<file path="src/rtl/thread_lsu.sv">
// Per-thread load/store unit: one memory read or write per LDR/STR, stepped by core_state.
// Optional WAITING watchdog enabled by defining LSU_TIMEOUT_EN.
module thread_lsu #(
  parameter int ADDR_BITS      = 8,
  parameter int DATA_BITS      = 8,
  parameter int TIMEOUT_CYCLES = 64
) (
  input  logic                 clk,
  input  logic                 reset,
  input  logic                 enable,
  input  logic [2:0]           core_state,
  input  logic                 decoded_mem_read_enable,
  input  logic                 decoded_mem_write_enable,
  input  logic [DATA_BITS-1:0] rs,
  input  logic [DATA_BITS-1:0] rt,
  output logic                 mem_read_valid,
  output logic [ADDR_BITS-1:0] mem_read_address,
  input  logic                 mem_read_ready,
  input  logic [DATA_BITS-1:0] mem_read_data,
  output logic                 mem_write_valid,
  output logic [ADDR_BITS-1:0] mem_write_address,
  output logic [DATA_BITS-1:0] mem_write_data,
  input  logic                 mem_write_ready,
  output logic [1:0]           lsu_state,
  output logic [DATA_BITS-1:0] lsu_out,
  output logic                 lsu_error
);

  typedef enum logic [1:0] {
    S_IDLE = 2'b00,
    S_REQ  = 2'b01,
    S_WAIT = 2'b10,
    S_DONE = 2'b11
  } state_t;

  localparam logic [2:0] CS_WAIT   = 3'b100;
  localparam logic [2:0] CS_UPDATE = 3'b110;

  state_t               state, state_n;
  logic                 op_read, op_read_n;
  logic                 rd_vld_n, wr_vld_n;
  logic [ADDR_BITS-1:0] rd_addr_n, wr_addr_n;
  logic [DATA_BITS-1:0] wr_data_n, out_n;

`ifdef LSU_TIMEOUT_EN
  localparam logic [7:0] TO_LAST = 8'(TIMEOUT_CYCLES - 1);
  logic [7:0] wait_cnt, wait_cnt_n;
  logic       err_n;
`endif

  assign lsu_state = state;

  always_ff @(posedge clk) begin
    if (reset) begin
      state             <= S_IDLE;
      op_read           <= 1'b0;
      mem_read_valid    <= 1'b0;
      mem_read_address  <= '0;
      mem_write_valid   <= 1'b0;
      mem_write_address <= '0;
      mem_write_data    <= '0;
      lsu_out           <= '0;
`ifdef LSU_TIMEOUT_EN
      wait_cnt          <= '0;
      lsu_error         <= 1'b0;
`endif
    end else begin
      state             <= state_n;
      op_read           <= op_read_n;
      mem_read_valid    <= rd_vld_n;
      mem_read_address  <= rd_addr_n;
      mem_write_valid   <= wr_vld_n;
      mem_write_address <= wr_addr_n;
      mem_write_data    <= wr_data_n;
      lsu_out           <= out_n;
`ifdef LSU_TIMEOUT_EN
      wait_cnt          <= wait_cnt_n;
      lsu_error         <= err_n;
`endif
    end
  end

`ifndef LSU_TIMEOUT_EN
  assign lsu_error = 1'b0;
`endif

  always_comb begin
    state_n   = state;
    op_read_n = op_read;
    rd_vld_n  = mem_read_valid;
    rd_addr_n = mem_read_address;
    wr_vld_n  = mem_write_valid;
    wr_addr_n = mem_write_address;
    wr_data_n = mem_write_data;
    out_n     = lsu_out;
`ifdef LSU_TIMEOUT_EN
    wait_cnt_n = wait_cnt;
    err_n      = lsu_error;
`endif
    case (state)
      S_IDLE: begin
        // read wins when both enables are set
        if (enable && core_state == CS_WAIT &&
            (decoded_mem_read_enable || decoded_mem_write_enable)) begin
          state_n   = S_REQ;
          op_read_n = decoded_mem_read_enable;
        end
      end
      S_REQ: begin
        if (op_read) begin
          rd_vld_n  = 1'b1;
          rd_addr_n = ADDR_BITS'(rs);
        end else begin
          wr_vld_n  = 1'b1;
          wr_addr_n = ADDR_BITS'(rs);
          wr_data_n = rt;
        end
`ifdef LSU_TIMEOUT_EN
        wait_cnt_n = '0;
`endif
        state_n = S_WAIT;
      end
      S_WAIT: begin
        if (op_read && mem_read_ready) begin
          out_n    = mem_read_data;
          rd_vld_n = 1'b0;
          state_n  = S_DONE;
        end else if (!op_read && mem_write_ready) begin
          wr_vld_n = 1'b0;
          state_n  = S_DONE;
        end
`ifdef LSU_TIMEOUT_EN
        else if (wait_cnt == TO_LAST) begin
          rd_vld_n = 1'b0;
          wr_vld_n = 1'b0;
          err_n    = 1'b1;
          state_n  = S_DONE;
        end else begin
          wait_cnt_n = wait_cnt + 8'd1;
        end
`endif
      end
      S_DONE: begin
        rd_vld_n = 1'b0;
        wr_vld_n = 1'b0;
        if (core_state == CS_UPDATE) state_n = S_IDLE;
      end
      default: state_n = S_IDLE;
    endcase
  end

endmodule

</file>
<file path="config.mk">
export PLATFORM = sky130hd
export DESIGN_NAME = thread_lsu
export DESIGN_NICKNAME = d
export VERILOG_FILES = /design/src/rtl/thread_lsu.sv
export SDC_FILE = /design/constraint.sdc
export NUM_CORES = 1
export LEC_CHECK = 0
export CELL_PAD_IN_SITES_DETAIL_PLACEMENT = 1
export CELL_PAD_IN_SITES_GLOBAL_PLACEMENT = 2
export CORE_MARGIN = 2
export CORE_UTILIZATION = 22
export DETAILED_ROUTE_END_ITERATION = 16
export PLACE_DENSITY_LB_ADDON = 0.1
export REMOVE_ABC_BUFFERS = 1
export SLEW_MARGIN = 20
export SYNTH_ARGS = -nofsm -noshare
export SYNTH_HDL_FRONTEND = slang
export SYNTH_SLANG_ARGS = --single-unit
</file>
<file path="constraint.sdc">
create_clock -name clk -period 1.7 [get_ports clk]
set_input_delay 0.425 -clock clk [delete_from_list [all_inputs] [get_ports clk]]
set_output_delay 0.425 -clock clk [all_outputs]
set_load 0.05 [all_outputs]
</file>
==> flow_summary_export.csv, run 1 <==
group,metric,value,unit
outcome,status,"complete, no violations",
detailed_routing,drtPass1Iterations,4,
synth,ys_ff_latch,37,
critical_path,path_class,"primary input to flop",
clocking,numCtsBuffers,5,
synth,synth_cell_types,23,
power_and_ir_drop,peakVddDrop,0.556,mV
clocking,clk_latency,0.28,ns
detailed_routing,routed_via_density,4.32,
detailed_routing,wl_per_cell,12.8,um
sta,fin_ws,0.123,ns
synth,synth_area_per_cell,8.39,um^2
critical_path,critPathMaxStageDelay,0.42,ns
clocking,cts_hold_buf,0,
critical_path,end_kind,"flop",
power_and_ir_drop,p_per_area,1200,mW/mm^2
floorplanning,die_area,0.00747,mm^2
grt,overflow,0,
sta,final.setup.tns,0,ns
sta,fin_hold_ws,0.454,ns
finish,n_fill_cell,805,
min_path,holdPathStages,2,
detailed_routing,drt_iter0_markers,20,
sta,rsz0062_at_grt,"false",
grt,grt.total_usage,0.118,
place,post-place-cells,324,
clocking,clockBufferDepth,2,
critical_path,rr_startpoint,"lsu_state[1]$_SDFFE_PP0P_",
detailed_routing,vias,1435,
place,port_buffers,69,
grt,antenna_found_initial,0,
place,gp_congestion,0.656,
detailed_routing,drcViolationCount,0,
floorplanning,die_h,86.4,um
finish,regArea,741,um^2
sta,setup_viol,0,
sta,finalCritPeriodShare,0.927,
critical_path,crit_arrival,1.75,ns
floorplanning,fp.dieW,86.4,um
clocking,htree_levels,2,
floorplanning,io_pins,71,
finish,area_growth,56.4,%
synth,syn_area,0.00149,mm^2
min_path,worstHoldPathType,"flop to flop",
critical_path,ff2ff_path_depth,6,
power_and_ir_drop,pwr-share-comb,0.421,
clocking,cts_tree,"built",
detailed_routing,drtAntennaViolNets,0,
sta,min_period,1.58,ns
finish,final_cells,332,
clocking,cts.sinks,37,
power_and_ir_drop,sw_frac_of_total,0.396,
finish,multi_input_area,682,um^2
place,placed_area,0.00225,mm^2
critical_path,reg2reg_setup_slack,0.16,ns
detailed_routing,drt_wl_total,4.24,mm
floorplanning,start_util,0.224,
min_path,worstHoldStart,"mem_write_data[7]$_SDFFE_PP0P_",
critical_path,slowest_stage,"clkdlybuf4s50_1",
floorplanning,rows,30,
grt,grt_pass1_vias,1461,
finish,fin_nets,290,
power_and_ir_drop,clockPowerShare,0.214,
sta,fmax,634,MHz
synth,yosysSeqAreaShare,0.496,
grt,grt_pass1_wl,6.92,mm
finish,layout_common_cells,"42 x nand2_1, 42 x buf_4, 37 x dfxtp_1",
sta,slew_violations,0,
critical_path,path_cells,"clkdlybuf4s50_1 > and4bb_1 > o21ai_1 > a221o_1 > mux2i_1",
job,maxCapViolations,0,
critical_path,regToRegEndpoint,"mem_read_valid$_SDFFE_PP0P_",
min_path,hold_end,"mem_write_data[7]$_SDFFE_PP0P_",
place,post-place-ws,-0.188,ns
grt,grt_max_degree,37,
sta,fin_worst_skew,0.00579,ns
power_and_ir_drop,finalPower,2.81,mW
finish,design_area,0.00234,mm^2
power_and_ir_drop,switching_power,1.11,mW
power_and_ir_drop,p_leak,0.992,nW
critical_path,worst-path-max-fanout,2,
power_and_ir_drop,p_seq_frac,0.366,
floorplanning,core_area,0.00668,mm^2
finish,fin_util,0.350,
finish,layout-drive-gt1-share,0.222,
critical_path,required,1.87,ns
place,dp_hpwl,3.06,mm
critical_path,cp-start-kind,"primary input",
clocking,clk_pin_slew,0.07,ns
finish,diodes,0,
synth,synthCells,178,
clocking,cts_root_buf,"clkbuf_8",
synth,ys_warn_count,0,
power_and_ir_drop,p_int,1.70,mW
sta,hold_viol,0,
final cells by class:
cell class	count	share of cell area
Multi-Input combinational cell	123	0.292
Tap cell	80	0.0428
Sequential cell	37	0.317
Inverter	6	0.00964
Clock inverter	3	0.00749
Clock buffer	5	0.0294
Timing Repair Buffer	78	0.302
worst max-delay path, delay by kind of cell:
family | cells | cell delay (ns)
buffers and inverters | 1 | 0.42
muxes | 1 | 0.13
AOI/OAI and AO/OA | 2 | 0.48
and+or+nand+nor | 1 | 0.30
flip-flops by register name, summed over array words and instances, names as in the netlist:
name	cells
mem_read_valid	1
lsu_state	2
op_read	1
mem_write_address	8
mem_write_valid	1
mem_read_address	8
mem_write_data	8
lsu_out	8
cell families after synthesis:
| kind of cell | after synthesis | synth area share |
|---|---|---|
| and+or+nand+nor | 70 | 0.209 |
| DFF | 37 | 0.496 |
| AOI/OAI and AO/OA | 36 | 0.126 |
| buffers and inverters | 18 | 0.0511 |
| muxes | 11 | 0.0737 |
| adders and majority gates | 5 | 0.0419 |
| other | 1 | 0.00251 |
power groups by stage:
stage | Sequential [mW] | Combinational [mW] | Clock (mW)
6_report | 1.03 | 1.18 | 0.600
5_1_grt | 1.04 | 1.29 | 0.675
4_1_cts | 1.03 | 1.20 | 0.638
3_5_place_dp | 1.05 | 1.19 | 0
3_3_place_gp | 1.05 | 1.19 | 0
2_1_floorplan | 1.39 | 0.350 | 0
synthesized netlist by cell type:
| cell | n | area (um^2) |
|---|---|---|
| inv_1 | 6 | 22.5 |
| clkbuf_1 | 5 | 18.8 |
| a221o_1 | 1 | 10.0 |
| nand3_1 | 9 | 45.0 |
| nor2b_1 | 1 | 6.26 |
| a31oi_1 | 1 | 6.26 |
| o21ai_0 | 3 | 15.0 |
| nand2b_1 | 5 | 31.3 |
| o21bai_1 | 1 | 7.51 |
| nor2_1 | 9 | 33.8 |
| buf_2 | 4 | 20.0 |
| or4_1 | 2 | 15.0 |
| mux2i_1 | 11 | 110 |
| buf_4 | 1 | 7.51 |
| dfxtp_1 | 37 | 741 |
| ha_1 | 5 | 62.6 |
| and4bb_1 | 1 | 12.5 |
| conb_1 | 1 | 3.75 |
| nand3_2 | 1 | 10.0 |
| o21ai_1 | 1 | 5.00 |
| a21oi_1 | 29 | 145 |
| buf_1 | 2 | 7.51 |
| nand2_1 | 42 | 158 |
routing by layer:
layer / share of wire / global-route usage
met1: 0.47 / 0.150
met2: 0.46 / 0.191
met3: 0.069 / 0.0381
met4: 0.0057 / 0.0341
met5: 0 / 0
worst max path at each step:
stage | from | slack (ns) | endpoint
floorplan | lsu_state[0]$_SDFFE_PP0P_ | -0.31 | mem_write_address[0]$_SDFFE_PP0P_
global placement | core_state[1] | -0.16 | lsu_state[0]$_SDFFE_PP0P_
detailed placement | core_state[1] | -0.19 | lsu_state[1]$_SDFFE_PP0P_
CTS | lsu_state[0]$_SDFFE_PP0P_ | 0.08 | mem_read_valid$_SDFFE_PP0P_
global route | lsu_state[1]$_SDFFE_PP0P_ | 0.007 | mem_read_valid$_SDFFE_PP0P_
finish | core_state[1] | 0.12 | lsu_state[1]$_SDFFE_PP0P_
timing repair:
item | CTS | global route
endpoints found under the setup margin | 0 | 2
gates resized for setup | 0 | 2
buffers inserted | 0 | 0
Note: power is estimated with default switching activity, not from simulation.
==> run 2, diff against run 1 <==
==> config.mk (replaced) <==
export PLATFORM = sky130hd
export DESIGN_NAME = thread_lsu
export DESIGN_NICKNAME = d
export VERILOG_FILES = /design/src/rtl/thread_lsu.sv
export SDC_FILE = /design/constraint.sdc
export NUM_CORES = 1
export LEC_CHECK = 0
export CORE_MARGIN = 2
export CORE_UTILIZATION = 40
export DETAILED_ROUTE_END_ITERATION = 16
export PLACE_DENSITY = 0.79
export REMOVE_ABC_BUFFERS = 1
export SLEW_MARGIN = 20
export SYNTH_ARGS = -nofsm -noshare
export SYNTH_HDL_FRONTEND = slang
export SYNTH_SLANG_ARGS = --single-unit
export TNS_END_PERCENT = 30
==> run 2 against run 1 <==
  * Via count decreased by 0.35%
  * Register-to-register slack is essentially flat
  * Highest routed layer unchanged
  * Critical path type unchanged
  * Clock skew decreased by 0.0026 ns
  * Flip-flop and latch count unchanged
  * Setup slack better by 0.028 ns
==> flow_summary_export.csv, run 2 (synthesized netlist as in run 1, its figures left out) <==
group,metric,value,unit
detailed_routing,routed_via_density,4.80,
critical_path,end_kind,"flop",
floorplanning,die_area,0.00424,mm^2
grt,grt_pass1_vias,1339,
grt,grt.total_usage,0.168,
floorplanning,fp.dieW,65.1,um
clocking,clk_pin_slew,0.07,ns
finish,layout_common_cells,"42 x nand2_1, 40 x buf_4, 37 x dfxtp_1",
power_and_ir_drop,finalPower,2.97,mW
detailed_routing,drtAntennaViolNets,0,
sta,slew_violations,0,
detailed_routing,vias,1430,
finish,multi_input_area,677,um^2
place,post-place-cells,290,
clocking,cts_tree,"built",
min_path,worstHoldPathType,"flop to flop",
sta,final.setup.tns,0,ns
sta,fin_ws,0.151,ns
power_and_ir_drop,peakVddDrop,0.672,mV
finish,regArea,741,um^2
place,gp_congestion,0.758,
critical_path,required,1.87,ns
place,port_buffers,69,
critical_path,worst-path-max-fanout,2,
clocking,clk_latency,0.28,ns
critical_path,path_class,"primary input to flop",
detailed_routing,drtPass1Iterations,4,
clocking,ctsResizeCount,0,
clocking,numCtsBuffers,5,
detailed_routing,wl_per_cell,11.6,um
sta,min_period,1.55,ns
sta,finalCritPeriodShare,0.911,
grt,grt_max_degree,40,
job,maxCapViolations,0,
clocking,cts_hold_buf,0,
outcome,status,"complete, no violations",
place,post-place-ws,-0.156,ns
grt,antenna_found_initial,0,
power_and_ir_drop,p_per_area,1280,mW/mm^2
power_and_ir_drop,p_leak,0.997,nW
critical_path,crit_arrival,1.72,ns
finish,final_common_cell,"nand2_1",
finish,fin_nets,288,
grt,grt_pass1_wl,5.63,mm
floorplanning,start_util,0.411,
detailed_routing,drcViolationCount,0,
floorplanning,rows,22,
finish,layout-drive-gt1-share,0.208,
sta,setup_viol,0,
floorplanning,die_h,65.1,um
grt,overflow,0,
critical_path,cp-start-kind,"primary input",
finish,diodes,0,
clocking,htree_levels,2,
place,dp_hpwl,2.49,mm
sta,hold_viol,0,
clocking,cts_root_buf,"clkbuf_8",
detailed_routing,drt_wl_total,3.47,mm
floorplanning,core_area,0.00363,mm^2
detailed_routing,drt_iter0_markers,61,
finish,n_fill_cell,348,
floorplanning,io_pins,71,
clocking,post_cts_buffers,0,
clocking,clockBufferDepth,2,
sta,rsz0062_at_grt,"false",
clocking,cts.sinks,37,
sta,fin_worst_skew,0.00317,ns
finish,final_cells,298,
sta,fmax,646,MHz
finish,area_growth,54.7,%
run 2: changes by cell type in the layout (fill, tap and decap cells not counted), sizes merged:
cell and delta:
clkinv -2, clkbuf +1, bufinv +1, buf -2
run 2: per-stage QoR:
step | cell area [um^2] | util | hold slack, ns
2_1_floorplan | 1440 | - | 0.494
3_3_place_gp | 2190 | 0.603 | 0.443
3_5_place_dp | 2190 | 0.603 | 0.447
4_1_cts | 2310 | 0.636 | 0.458
5_1_grt | 2310 | 0.636 | 0.477
6_report | 2310 | 0.636 | 0.456
run 2: worst max-delay path, cell delays in order:
cell             delay, ns
clkdlybuf4s50_1       0.41
and4bb_1              0.28
o21ai_1               0.08
a221o_1               0.40
mux2i_1               0.13
run 2: worst paths after layout:
check | from | end | slack [ns] | cells past startpoint
setup / recovery | core_state[1] | lsu_state[0]$_SDFFE_PP0P_ | 0.15 | 5
hold reg to reg | mem_write_data[6]$_SDFFE_PP0P_ | mem_write_data[6]$_SDFFE_PP0P_ | 0.46 | 2
hold / removal | mem_write_data[6]$_SDFFE_PP0P_ | mem_write_data[6]$_SDFFE_PP0P_ | 0.46 | 2
setup reg to reg | lsu_state[0]$_SDFFE_PP0P_ | mem_read_valid$_SDFFE_PP0P_ | 0.16 | 6
run 2: power breakdown:
group	internal [mW]	total (mW)	switching (mW)
clock network	0.477	0.788	0.311
registers	0.970	1.02	0.0521
logic	0.436	1.16	0.720
run 2: routing by layer:
metal  up-vias  GRT usage  part of all wire  wire length [um]
met4         0     0.0391            0.0029                10
li1        730          -                 -                 -
met1       644      0.197              0.45              1560
met2        54      0.296              0.46              1610
met3         2     0.0582             0.081               279
met5         -          0                 0                 0
run 2: layout make-up:
class,instances,area share
sequential,37,0.321
timing repair buffer,76,0.299
tap,48,0.0260
multi-input combinational,123,0.293
inverter,6,0.00975
clock inverter,2,0.0162
clock buffer,6,0.0357
